### src/rtl/imm_encoder_pipe.sv
`default_nettype none
// ============================================================================
//  Module   : imm_encoder_pipe
//  Purpose  : Packs a 32-bit immediate into RV32 instruction bit positions
//             (I/S/B/U/J) over a base instruction word. Two-stage valid/ready
//             pipeline with range checking and a saturating error counter.
//  Revision : 1.0 - initial release
// ============================================================================
module imm_encoder_pipe #(
    parameter int ERR_CNT_W = 16
) (
    input  logic                 CLK,
    input  logic                 RESET,
    input  logic                 IN_VALID,
    output logic                 IN_READY,
    input  logic [31:0]          BASE_INSTR,
    input  logic [2:0]           IMMEDIATE_TYPE,
    input  logic [31:0]          IMMEDIATE_VALUE,
    output logic                 OUT_VALID,
    input  logic                 OUT_READY,
    output logic [31:0]          INSTRUCTION,
    output logic                 OUT_ERROR,
    output logic [ERR_CNT_W-1:0] ERR_COUNT
);

    localparam logic [2:0] c_TYPE_I = 3'b000;
    localparam logic [2:0] c_TYPE_S = 3'b001;
    localparam logic [2:0] c_TYPE_J = 3'b010;
    localparam logic [2:0] c_TYPE_U = 3'b011;
    localparam logic [2:0] c_TYPE_B = 3'b100;

    localparam logic [ERR_CNT_W-1:0] c_CNT_MAX = {ERR_CNT_W{1'b1}};
    localparam logic [ERR_CNT_W-1:0] c_CNT_ONE = {{(ERR_CNT_W-1){1'b0}}, 1'b1};

    // Stage 1 holding register
    logic        r_s1_valid;
    logic [31:0] r_s1_base;
    logic [2:0]  r_s1_type;
    logic [31:0] r_s1_imm;
    logic        r_s1_err;

    // Stage 2 (output) register
    logic                 r_s2_valid;
    logic [31:0]          r_instr;
    logic                 r_err;
    logic [ERR_CNT_W-1:0] r_err_cnt;

    logic        w_s2_free;
    logic        w_in_fire;
    logic        w_out_fire;
    logic        w_in_err;
    logic [31:0] w_mask;
    logic [31:0] w_field;
    logic [31:0] w_s2_instr;

    // The output stage can take a new word when empty or draining this cycle.
    assign w_s2_free  = !r_s2_valid | OUT_READY;
    assign IN_READY   = !RESET & (!r_s1_valid | w_s2_free);
    assign w_in_fire  = IN_VALID & IN_READY;
    assign w_out_fire = r_s2_valid & OUT_READY;

    assign OUT_VALID   = r_s2_valid;
    assign INSTRUCTION = r_instr;
    assign OUT_ERROR   = r_err;
    assign ERR_COUNT   = r_err_cnt;

    // Range check: the immediate must survive sign-extension from the field
    // width, with implicit-zero low bits really zero.
    always_comb begin
        w_in_err = 1'b1;
        case (IMMEDIATE_TYPE)
            c_TYPE_I, c_TYPE_S:
                w_in_err = !((&IMMEDIATE_VALUE[31:11]) | ~(|IMMEDIATE_VALUE[31:11]));
            c_TYPE_B:
                w_in_err = !((&IMMEDIATE_VALUE[31:12]) | ~(|IMMEDIATE_VALUE[31:12]))
                           | IMMEDIATE_VALUE[0];
            c_TYPE_J:
                w_in_err = !((&IMMEDIATE_VALUE[31:20]) | ~(|IMMEDIATE_VALUE[31:20]))
                           | IMMEDIATE_VALUE[0];
            c_TYPE_U:
                w_in_err = |IMMEDIATE_VALUE[11:0];
            default:
                w_in_err = 1'b1;
        endcase
    end

    // Field mask and scrambled immediate for the stage-1 word's type; an
    // illegal type has an empty mask so the base word passes through.
    always_comb begin
        w_mask  = 32'h0000_0000;
        w_field = 32'h0000_0000;
        case (r_s1_type)
            c_TYPE_I: begin
                w_mask  = 32'hFFF0_0000;
                w_field = {r_s1_imm[11:0], 20'b0};
            end
            c_TYPE_S: begin
                w_mask  = 32'hFE00_0F80;
                w_field = {r_s1_imm[11:5], 13'b0, r_s1_imm[4:0], 7'b0};
            end
            c_TYPE_B: begin
                w_mask  = 32'hFE00_0F80;
                w_field = {r_s1_imm[12], r_s1_imm[10:5], 13'b0,
                           r_s1_imm[4:1], r_s1_imm[11], 7'b0};
            end
            c_TYPE_U: begin
                w_mask  = 32'hFFFF_F000;
                w_field = {r_s1_imm[31:12], 12'b0};
            end
            c_TYPE_J: begin
                w_mask  = 32'hFFFF_F000;
                w_field = {r_s1_imm[20], r_s1_imm[10:1], r_s1_imm[11],
                           r_s1_imm[19:12], 12'b0};
            end
            default: begin
                w_mask  = 32'h0000_0000;
                w_field = 32'h0000_0000;
            end
        endcase
        // Errored words get their immediate field cleared rather than filled.
        w_s2_instr = (r_s1_base & ~w_mask) | (r_s1_err ? 32'h0000_0000 : w_field);
    end

    // Pipeline advance, output register and saturating error counter.
    always_ff @(posedge CLK) begin
        if (RESET) begin
            r_s1_valid <= 1'b0;
            r_s1_base  <= 32'h0000_0000;
            r_s1_type  <= 3'b000;
            r_s1_imm   <= 32'h0000_0000;
            r_s1_err   <= 1'b0;
            r_s2_valid <= 1'b0;
            r_instr    <= 32'h0000_0000;
            r_err      <= 1'b0;
            r_err_cnt  <= {ERR_CNT_W{1'b0}};
        end else begin
            if (w_in_fire) begin
                r_s1_base <= BASE_INSTR;
                r_s1_type <= IMMEDIATE_TYPE;
                r_s1_imm  <= IMMEDIATE_VALUE;
                r_s1_err  <= w_in_err;
            end
            r_s1_valid <= w_in_fire | (r_s1_valid & !w_s2_free);

            if (w_s2_free) begin
                r_s2_valid <= r_s1_valid;
                if (r_s1_valid) begin
                    r_instr <= w_s2_instr;
                    r_err   <= r_s1_err;
                end
            end

            if (w_out_fire && r_err && (r_err_cnt != c_CNT_MAX)) begin
                r_err_cnt <= r_err_cnt + c_CNT_ONE;
            end
        end
    end

endmodule
`default_nettype wire

### config.mk
export PLATFORM = sky130hd
export DESIGN_NAME = imm_encoder_pipe
export DESIGN_NICKNAME = d
export VERILOG_FILES = /design/src/rtl/imm_encoder_pipe.sv
export SDC_FILE = /design/constraint.sdc
export NUM_CORES = 1
export LEC_CHECK = 0
export ABC_AREA = 1
export CORE_MARGIN = 5
export CORE_UTILIZATION = 50
export CTS_CLUSTER_DIAMETER = 150
export DETAILED_ROUTE_END_ITERATION = 10
export PLACE_DENSITY_LB_ADDON = 0.1
export SKIP_LAST_GASP = 1
export SLEW_MARGIN = 20
export SYNTH_ARGS = -nofsm -noshare
export SYNTH_HDL_FRONTEND = slang
export SYNTH_SLANG_ARGS = --single-unit
### constraint.sdc
create_clock -name CLK -period 2.49 [get_ports CLK]
set_clock_uncertainty 0.15 [all_clocks]
set_input_delay 0.249 -clock CLK [delete_from_list [all_inputs] [get_ports CLK]]
set_output_delay 0.249 -clock CLK [all_outputs]
set_load 0.1 [all_outputs]
==> results.tsv, run 1 <==
metric	value	unit
Synth top cells by count	nand2_1 (139), dfxtp_1 (119), inv_1 (83)	
Synth Area in Compound Gates	17.3	%
post-route minimum period	2.12	ns
Num CTS Buffers	17	
core area	0.0104	sq mm
Nets	919	
Syn Nets	807	
Syn Inst Count	735	
M2 GR Usage	36.6	%
clk_lat worst skew	0.50	ns
Post-Synth Simple-Gate Area	26.8	%
Setup CP Type	flip-flop to flip-flop	
initial antenna violation count	0	
routing usage on met3	4.99	%
setup TNS	0	ns
Post-synth EDFFs	0	
Rel. slew slack	36.5	%
Synth Area in Adders	0.233	%
fillcell total	894	
Yosys top cell by area	dfxtp_1	
M1 GR Usage	27.0	%
Routed Antenna Nets	0	
mean post-synth cell area	7.31	sq um
max cap viols	0	
Fmax achieved	0.471	GHz
WP data arrival	2.41	ns
Ports	122	
average wire per standard cell	14.0	microns
IO Port Bufs	121	
cts hold-fix bufs	0	
# diodes	0	
first-pass detailed-route iteration total	4	
vias per inst	5.28	
Clock Tree Buf Depth	2	
share of post-route cells with drive strength above 1	13.5	%
most common cell in the netlist	nand2_1	
Slew Viols, Final	0	
# DRC	0	
gpl congestion	0.919	
row cnt	37	
slowest CP cell	dfxtp_1	
worst-margin pin slew	0.952	ns
clock slew at reported path FFs	0.06	ns
post-CTS resize count	0	
Most used DFF post-synth	dfxtp_1	
detailed placement HPWL	9980	microns
outcome	complete, no violations	
Fin. Hold Viols	0	
largest net degree at the start of global routing	105	
max incr delay on CP	0.40	ns
sequential-to-total area share from yosys stat	44.4	%
unrepaired setup endpoints after global routing	false	
Synth area leaders	dfxtp_1 (44%), nand2_1 (9.7%), o21ai_0 (7.5%), nand3_1 (6.4%), inv_1 (5.8%)	
initial core utilization	51.6	%
CP endpoint kind	flip-flop	
DR iter-0 viols	434	
first-pass GRT wire length	23000	microns
mux cell area share after synthesis	0	%
crit share post-route	85.2	%
hold slack	0.136	ns
busiest grt layer	met2	
largest family of logic cells by synthesized area	simple AND/OR/NAND/NOR gates	
Distinct cells, synth	42	
drt total wl	14000	microns
vias	5260	
synthesis-stage register bit count	119	
Clock Sinks	119	
most used cell, CP	nand3_1	
post-CTS setup buffers	0	
final design utilization	68.0	%
Die Area	0.0129	sq mm
# setup viols final	0	
Root Buffer Master	clkbuf_8	
vias in the first global route	5037	
Tot GR Track Use	21.7	%
synthesized area	0.00537	sq mm
Yosys warnings	0	
Post-Synth XOR/XNOR Area	0.815	%
Max IR drop VDD	0.583	mV
Yosys top cell area share	44.4	%
Overflow after GRT	0	
worst hold path class	primary input to flip-flop	
H-tree levels	4	
ys async rst share	0	%
CP required	2.78	ns
Critical Path Source Type	flip-flop	
Leakage	0.00298	uW
power density cells	739	mW/mm^2
Syn-to-layout area delta	31.9	%
die width	114	microns
Die Span Y	114	microns
Worst Path Max Fanout	22	
worst path cell trace	ha_1 > nand3_1 > nor2_1 > nand3_1 > nand2_2 > inv_1 > nand3_1 > nand2_1 > a21oi_1	
CTS tree	yes	
## path summary, 6_finish.rpt
kind / startpoint / to / slack, ns / cells past startpoint
setup / recovery: ERR_COUNT[0]$_SDFFE_PP0P_ / ERR_COUNT[5]$_SDFFE_PP0P_ / 0.37 / 9
hold / removal: BASE_INSTR[3] / r_s1_base[3]$_SDFFE_PP0P_ / 0.14 / 3
setup reg to reg: ERR_COUNT[0]$_SDFFE_PP0P_ / ERR_COUNT[5]$_SDFFE_PP0P_ / 0.37 / 9
hold reg to reg: r_s1_imm[19]$_SDFFE_PP0P_ / r_s1_imm[19]$_SDFFE_PP0P_ / 0.31 / 2
## worst max-delay path: cells and delay by family (launching register included)
kind | cells | cell delay (ns)
compound gates | 1 | 0.14
fa+ha+maj | 1 | 0.22
buf+inv | 1 | 0.23
flops | 1 | 0.40
simple gates | 6 | 0.91
## report_power, final
group	internal [uW]	total, uW	leakage, uW	switching [uW]
logic	247	739	0.00172	492
registers	2010	2080	0.000977	65.2
clock network	1480	2420	0.000285	940
## final cells by class
class | instances | area (sq um) | area share, %
multi-input combinational | 490 | 2420 | 34.2
sequential | 119 | 2380 | 33.6
timing repair buffer | 130 | 1180 | 16.6
clock buffer | 18 | 428 | 6.04
inverter | 89 | 337 | 4.75
tap | 136 | 170 | 2.40
clock inverter | 14 | 165 | 2.33
## layout by cell type, fill, tap and decap left out, drive strengths merged
cell type / count
a211oi: 1
a21oi: 46
a31oi: 12
buf: 60
bufinv: 2
clkbuf: 18
clkdlybuf4s50: 70
clkinv: 7
clkinvlp: 2
dfxtp: 119
ha: 1
inv: 92
nand2: 143
nand3: 73
nand3b: 1
nand4: 5
nor2: 79
nor3: 10
nor3b: 3
nor4: 2
o2111ai: 1
o21ai: 94
o21bai: 1
o221ai: 8
o22ai: 5
xnor2: 3
xor2: 2
## metal layers
metal	part of all wire [%]	wire length, microns
met1	45	6240
met2	48	6720
met3	5.5	763
met4	1.9	265
met5	0	0
## sequential cells by signal, indices dropped and copies added (netlist names)
signal / cells
r_s1_imm: 32
r_s1_base: 32
OUT_VALID: 1
r_s1_type: 3
OUT_ERROR: 1
ERR_COUNT: 16
INSTRUCTION: 32
r_s1_valid: 1
r_s1_err: 1
## through the flow
| stage | power (uW) | setup WS [ns] | std cells | cell area [sq um] |
|---|---|---|---|---|
| 3_5_place_dp | 2850 | 0.346 | 964 | 6490 |
| 2_1_floorplan | 2600 | 0.0314 | 735 | 5370 |
| 3_3_place_gp | 2840 | 0.429 | 964 | 6490 |
| 5_1_grt | 5430 | 0.125 | 996 | 7080 |
| 6_report | 5230 | 0.368 | 996 | 7080 |
| 4_1_cts | 5250 | 0.370 | 996 | 7080 |
## logic make-up after synthesis
| logic type | count (synthesis) |
|---|---|
| buffers and inverters | 126 |
| xor gates and xnor gates | 5 |
| DFF | 119 |
| AOI/OAI and AO/OA | 168 |
| and+or+nand+nor | 316 |
| adders and majority gates | 1 |
Note: power is estimated with default switching activity, not from simulation.
==> run 2: changes to the inputs <==
- clock period: 2.49 -> 2.1 ns (I/O delays scaled with it)
==> run 2 against run 1 <==
  * Hold slack worse by 0.048 ns
  * Critical path depth stayed put
  * Non-clock buffer count is 4 higher
  * Setup slack worse by 0.16 ns
  * First-iteration DRC count is 12% higher
  * Final cell count is 0.40% higher
  * Maximum frequency is 12% higher
  * Largest cell class unchanged
  * Cell area is 0.87% higher
  * Critical endpoint unchanged
  * Sequential share of layout area is 0.096 points lower
  * Largest power group unchanged
==> results.tsv, run 2 (synthesis results as in run 1) <==
metric	value	unit	change
outcome	complete, no violations		
core area	0.0104	sq mm	unchanged
clk_lat worst skew	0.52	ns	+0.02 ns
# setup viols final	0		unchanged
Clock Sinks	119		unchanged
Die Area	0.0129	sq mm	unchanged
final setup margin	0.210	ns	-0.158 ns
clock slew at reported path FFs	0.06	ns	about the same
Rel. slew slack	68.3	%	+32 points
CTS tree	yes		
Fin. Hold Viols	0		unchanged
setup TNS	0	ns	unchanged
Slew Viols, Final	0		unchanged
fillcell total	858		-4.0%
crit share post-route	90.0	%	+4.8 points
detailed placement HPWL	10300	microns	+3.6%
Syn-to-layout area delta	33.0	%	
Setup WS pre-CTS	0.144	ns	-0.202 ns
first-pass detailed-route iteration total	7		+3
max cap viols	0		unchanged
first-pass GRT wire length	23700	microns	+3.0%
power density cells	876	mW/mm^2	+19%
die width	114	microns	unchanged
Nets	923		+0.44%
average wire per standard cell	14.2	microns	+1.0%
WP data arrival	2.18	ns	-0.23 ns
share of post-route cells with drive strength above 1	15.2	%	+1.7 points
DR iter-0 viols	488		+12%
Ports	122		unchanged
Post-DP Area	0.00653	sq mm	+0.67%
worst hold path class	primary input to flip-flop		
vias per inst	5.23		-0.89%
gpl congestion	0.854		-7.1%
H-tree levels	4		unchanged
unrepaired setup endpoints after global routing	false		
Setup CP Type	flip-flop to flip-flop		
CP endpoint kind	flip-flop		
row cnt	37		unchanged
Root Buffer Master	clkbuf_8		
Fmax achieved	0.529	GHz	+12%
initial antenna violation count	0		unchanged
Die Span Y	114	microns	unchanged
Critical Path Source Type	flip-flop		
# DRC	0		unchanged
worst-margin pin slew	0.475	ns	-0.478 ns
Overflow after GRT	0		unchanged
IO Port Bufs	121		unchanged
Max IR drop VDD	0.801	mV	+37%
Tot GR Track Use	22.4	%	+0.71 points
Routed Antenna Nets	0		unchanged
post-route minimum period	1.89	ns	-0.232 ns
Clock Tree Buf Depth	2		unchanged
most frequent cells in the layout	nand2_1 (139), dfxtp_1 (108), inv_1 (83)		
commonest non-fill, non-tap cell in the layout	nand2_1		
Num CTS Buffers	17		unchanged
# diodes	0		unchanged
drt total wl	14200	microns	+1.4%
initial core utilization	51.6	%	unchanged
CP required	2.39	ns	-0.39 ns
vias	5234		-0.49%
largest net degree at the start of global routing	105		unchanged
Finished Cell Area	0.00714	sq mm	+0.87%
vias in the first global route	5097		+1.2%
Leakage	0.00301	uW	+1.0%
Worst Path Max Fanout	17		-23%
## run 2: area by class of cell
class                   count  area (sq um)  share of cell area, %
flip-flops and latches    119          2400                   33.5
multi-input cells         490          2430                   34.0
repair buffers            134          1210                   16.9
inverters                  89           337                   4.71
clock buffers              20           455                   6.37
well taps                 136           170                   2.38
clock inverters            12           150                   2.10
## run 2: through the flow
stage / power (uW) / cells / hold WS [ns] / util [%]
after CTS: 6290 / 1000 / 0.0778 / 68.5
after global routing: 6490 / 1000 / 0.0747 / 68.6
after floorplan: 3090 / 735 / 0.122 / -
after global placement: 3370 / 968 / 0.293 / 62.7
final: 6260 / 1000 / 0.0873 / 68.6
after detailed placement: 3390 / 968 / 0.298 / 62.7
## run 2: what timing repair did
action,4_1_cts,5_1_grt
hold buffers,0,0
setup buffers,0,0
resized for setup,0,1
hold endpoints to repair,0,0
setup endpoints to repair,0,6
## run 2: worst paths after layout
kind / from / end / slack (ns) / cells past startpoint
min: BASE_INSTR[8] / r_s1_base[8]$_SDFFE_PP0P_ / 0.09 / 3
min reg2reg: r_s1_imm[17]$_SDFFE_PP0P_ / r_s1_imm[17]$_SDFFE_PP0P_ / 0.30 / 2
max: ERR_COUNT[0]$_SDFFE_PP0P_ / ERR_COUNT[5]$_SDFFE_PP0P_ / 0.21 / 9
max reg2reg: ERR_COUNT[0]$_SDFFE_PP0P_ / ERR_COUNT[5]$_SDFFE_PP0P_ / 0.21 / 9
## run 2: routing by layer
metal	vias up	part of all wire, %	track usage, %
li1	2655	-	-
met4	0	2.2	8.25
met5	-	0	0
met1	2362	44	28.6
met2	189	48	37.0
met3	28	5.8	5.09
## run 2: critical path, stage by stage (launching register included)
cell	delay [ns]
dfxtp_2	0.37
ha_1	0.20
nand3_1	0.12
nor2_1	0.21
nand3_1	0.16
nand2_4	0.19
inv_1	0.16
nand3_1	0.10
nand2_1	0.05
a21oi_1	0.11
## run 2: report_power, final
| group | internal (uW) | leakage [uW] | total (uW) | switching [uW] |
|---|---|---|---|---|
| combinational | 297 | 0.00174 | 883 | 586 |
| sequential | 2390 | 0.000983 | 2470 | 77.9 |
| clock | 1890 | 0.000293 | 2910 | 1020 |
==> run 3: changes to the inputs <==
- DONT_BUFFER_PORTS: default -> 1
- PLACE_DENSITY_LB_ADDON: 0.1 -> 0.25
==> run 3 against run 2 <==
  * Largest power group unchanged
  * Sequential cell count stayed put
  * Highest routed layer unchanged
  * Clock power is 2% higher
  * Critical path type unchanged
  * Die area stayed put
  * Via count is 2.8% higher
  * Final cell count is 0.20% lower
  * Combinational power is 3.9% lower
  * Total power is 0.18% higher
  * Count of clock-buffer cells in the layout is 3 lower
  * Critical endpoint unchanged
==> results.tsv, run 3 (synthesis results as in run 1) <==
metric	value	unit	change
vias in the first global route	5248		+3.0%
first-pass GRT wire length	24500	microns	+3.4%
Nets	921		-0.22%
detailed placement HPWL	10100	microns	-2.0%
post-CTS setup buffers	0		unchanged
IO Port Bufs	0		-100%
most frequent cells in the layout	nand2_1 (139), dfxtp_1 (108), inv_1 (83)		
Tot GR Track Use	23.3	%	+0.89 points
DR iter-0 viols	537		+10%
clock slew at reported path FFs	0.06	ns	about the same
share of post-route cells with drive strength above 1	14.7	%	-0.43 points
Fmax achieved	0.512	GHz	-3.2%
Num CTS Buffers	17		unchanged
power density cells	880	mW/mm^2	+0.42%
Leakage	0.00303	uW	+0.64%
vias	5382		+2.8%
worst hold path class	primary input to flip-flop		
Critical Path Source Type	flip-flop		
launch point of the worst reg-to-reg path	ERR_COUNT[0]$_SDFFE_PP0P_		
Ports	122		unchanged
WP data arrival	2.24	ns	+0.06 ns
Fin. Hold Viols	0		unchanged
core area	0.0104	sq mm	unchanged
drt total wl	15200	microns	+6.8%
Worst Path Max Fanout	22		+5
FF-to-FF setup slack	0.15	ns	-0.06 ns
Setup CP Type	flip-flop to flip-flop		
total chip power	6270	uW	+0.18%
CTS tree	yes		
Crit. Startpoint	ERR_COUNT[0]$_SDFFE_PP0P_		
CP endpoint kind	flip-flop		
Rel. slew slack	53.2	%	-15 points
worst-margin pin slew	0.703	ns	+0.228 ns
Slew Viols, Final	0		unchanged
outcome	complete, no violations		
vias per inst	5.39		+3.0%
commonest non-fill, non-tap cell in the layout	nand2_1		
Die Area	0.0129	sq mm	unchanged
Root Buffer Master	clkbuf_8		
initial core utilization	51.6	%	unchanged
clk_lat worst skew	0.51	ns	about the same
unrepaired setup endpoints after global routing	false		
post-route minimum period	1.95	ns	+0.0618 ns
Hold Path Origin	IMMEDIATE_VALUE[12]		
setup TNS	0	ns	unchanged
Routed Antenna Nets	0		unchanged
Die Span Y	114	microns	unchanged
# setup viols final	0		unchanged
# diodes	0		unchanged
final design utilization	68.4	%	-0.17 points
initial antenna violation count	0		unchanged
Overflow after GRT	0		unchanged
Clock Sinks	119		unchanged
first-pass detailed-route iteration total	6		-1
gpl congestion	0.914		+7.1%
average wire per standard cell	15.2	microns	+7.0%
max cap viols	0		unchanged
CP required	2.38	ns	about the same
Max IR drop VDD	0.646	mV	-19%
largest net degree at the start of global routing	105		unchanged
crit share post-route	93.0	%	+2.9 points
# DRC	0		unchanged
Syn-to-layout area delta	32.7	%	
die width	114	microns	unchanged
row cnt	37		unchanged
H-tree levels	4		unchanged
Clock Tree Buf Depth	2		unchanged
[run 3: cell types whose count changed in the layout (fill, tap and decap cells not counted)]
cell | previous run | this run
clkinvlp_4 | 3 | 2
dlymetal6s4s_1 | 0 | 1
clkbuf_8 | 4 | 1
buf_4 | 62 | 59
nand2_2 | 1 | 0
clkdlybuf4s50_1 | 70 | 0
buf_12 | 2 | 1
nand2_4 | 3 | 4
dlygate4sd3_1 | 0 | 71
inv_6 | 0 | 7
clkinv_2 | 4 | 1
[run 3: path summary, 6_finish.rpt]
path	cells after the start	to
worst min register to register	2	r_s1_imm[17]$_SDFFE_PP0P_
worst min-delay path	8	r_s1_err$_SDFFE_PP0P_
worst max-delay path	9	ERR_COUNT[5]$_SDFFE_PP0P_
worst max register to register	9	ERR_COUNT[5]$_SDFFE_PP0P_
[run 3: routing by layer]
metal  GRT usage, %  part of all wire, %  up-vias
met3           4.83                  6.4       35
met1           28.4                   42     2475
met2           40.7                   50      211
li1               -                    -     2661
met4           8.01                  1.9        0
met5              0                    0        -
[run 3: worst max-delay path: stages (launching register included)]
cell and delay, ns:
dfxtp_2 0.35, ha_1 0.21, nand3_1 0.14, nor2_1 0.21, nand3_1 0.16, nand2_4 0.22
inv_1 0.17, nand3_1 0.10, nand2_1 0.05, a21oi_1 0.12
[run 3: repair_timing]
| item | CTS | global route |
|---|---|---|
| gates resized for setup | 0 | 2 |
| hold buffers | 72 | 0 |
| endpoints found under the hold margin | 84 | 0 |
| setup endpoints to repair | 0 | 16 |
[run 3: power breakdown]
part | switching, uW | internal, uW | total (uW) | leakage [uW]
clock | 1120 | 1830 | 2960 | 0.000291
combinational | 582 | 268 | 849 | 0.00176
sequential | 77.9 | 2390 | 2460 | 0.000983
[run 3: through the flow]
stage	setup slack (ns)	area (sq um)	cells	hold WS, ns
final	0.148	7130	998	0.0541
after global routing	0.00330	7130	998	0.0982
after CTS	0.00610	7120	998	0.0313
after detailed placement	0.135	5800	894	0.128
after global placement	0.199	5800	894	0.126
after floorplan	0.00794	5380	735	0.122
[run 3: cell type report]
cell class                 instances  area, sq um
fill                             858         3290
multi-input combinational        490         2430
sequential                       119         2400
timing repair buffer             132         1190
clock buffer                      17          414
inverter                          89          337
clock inverter                    15          189
tap                              136          170
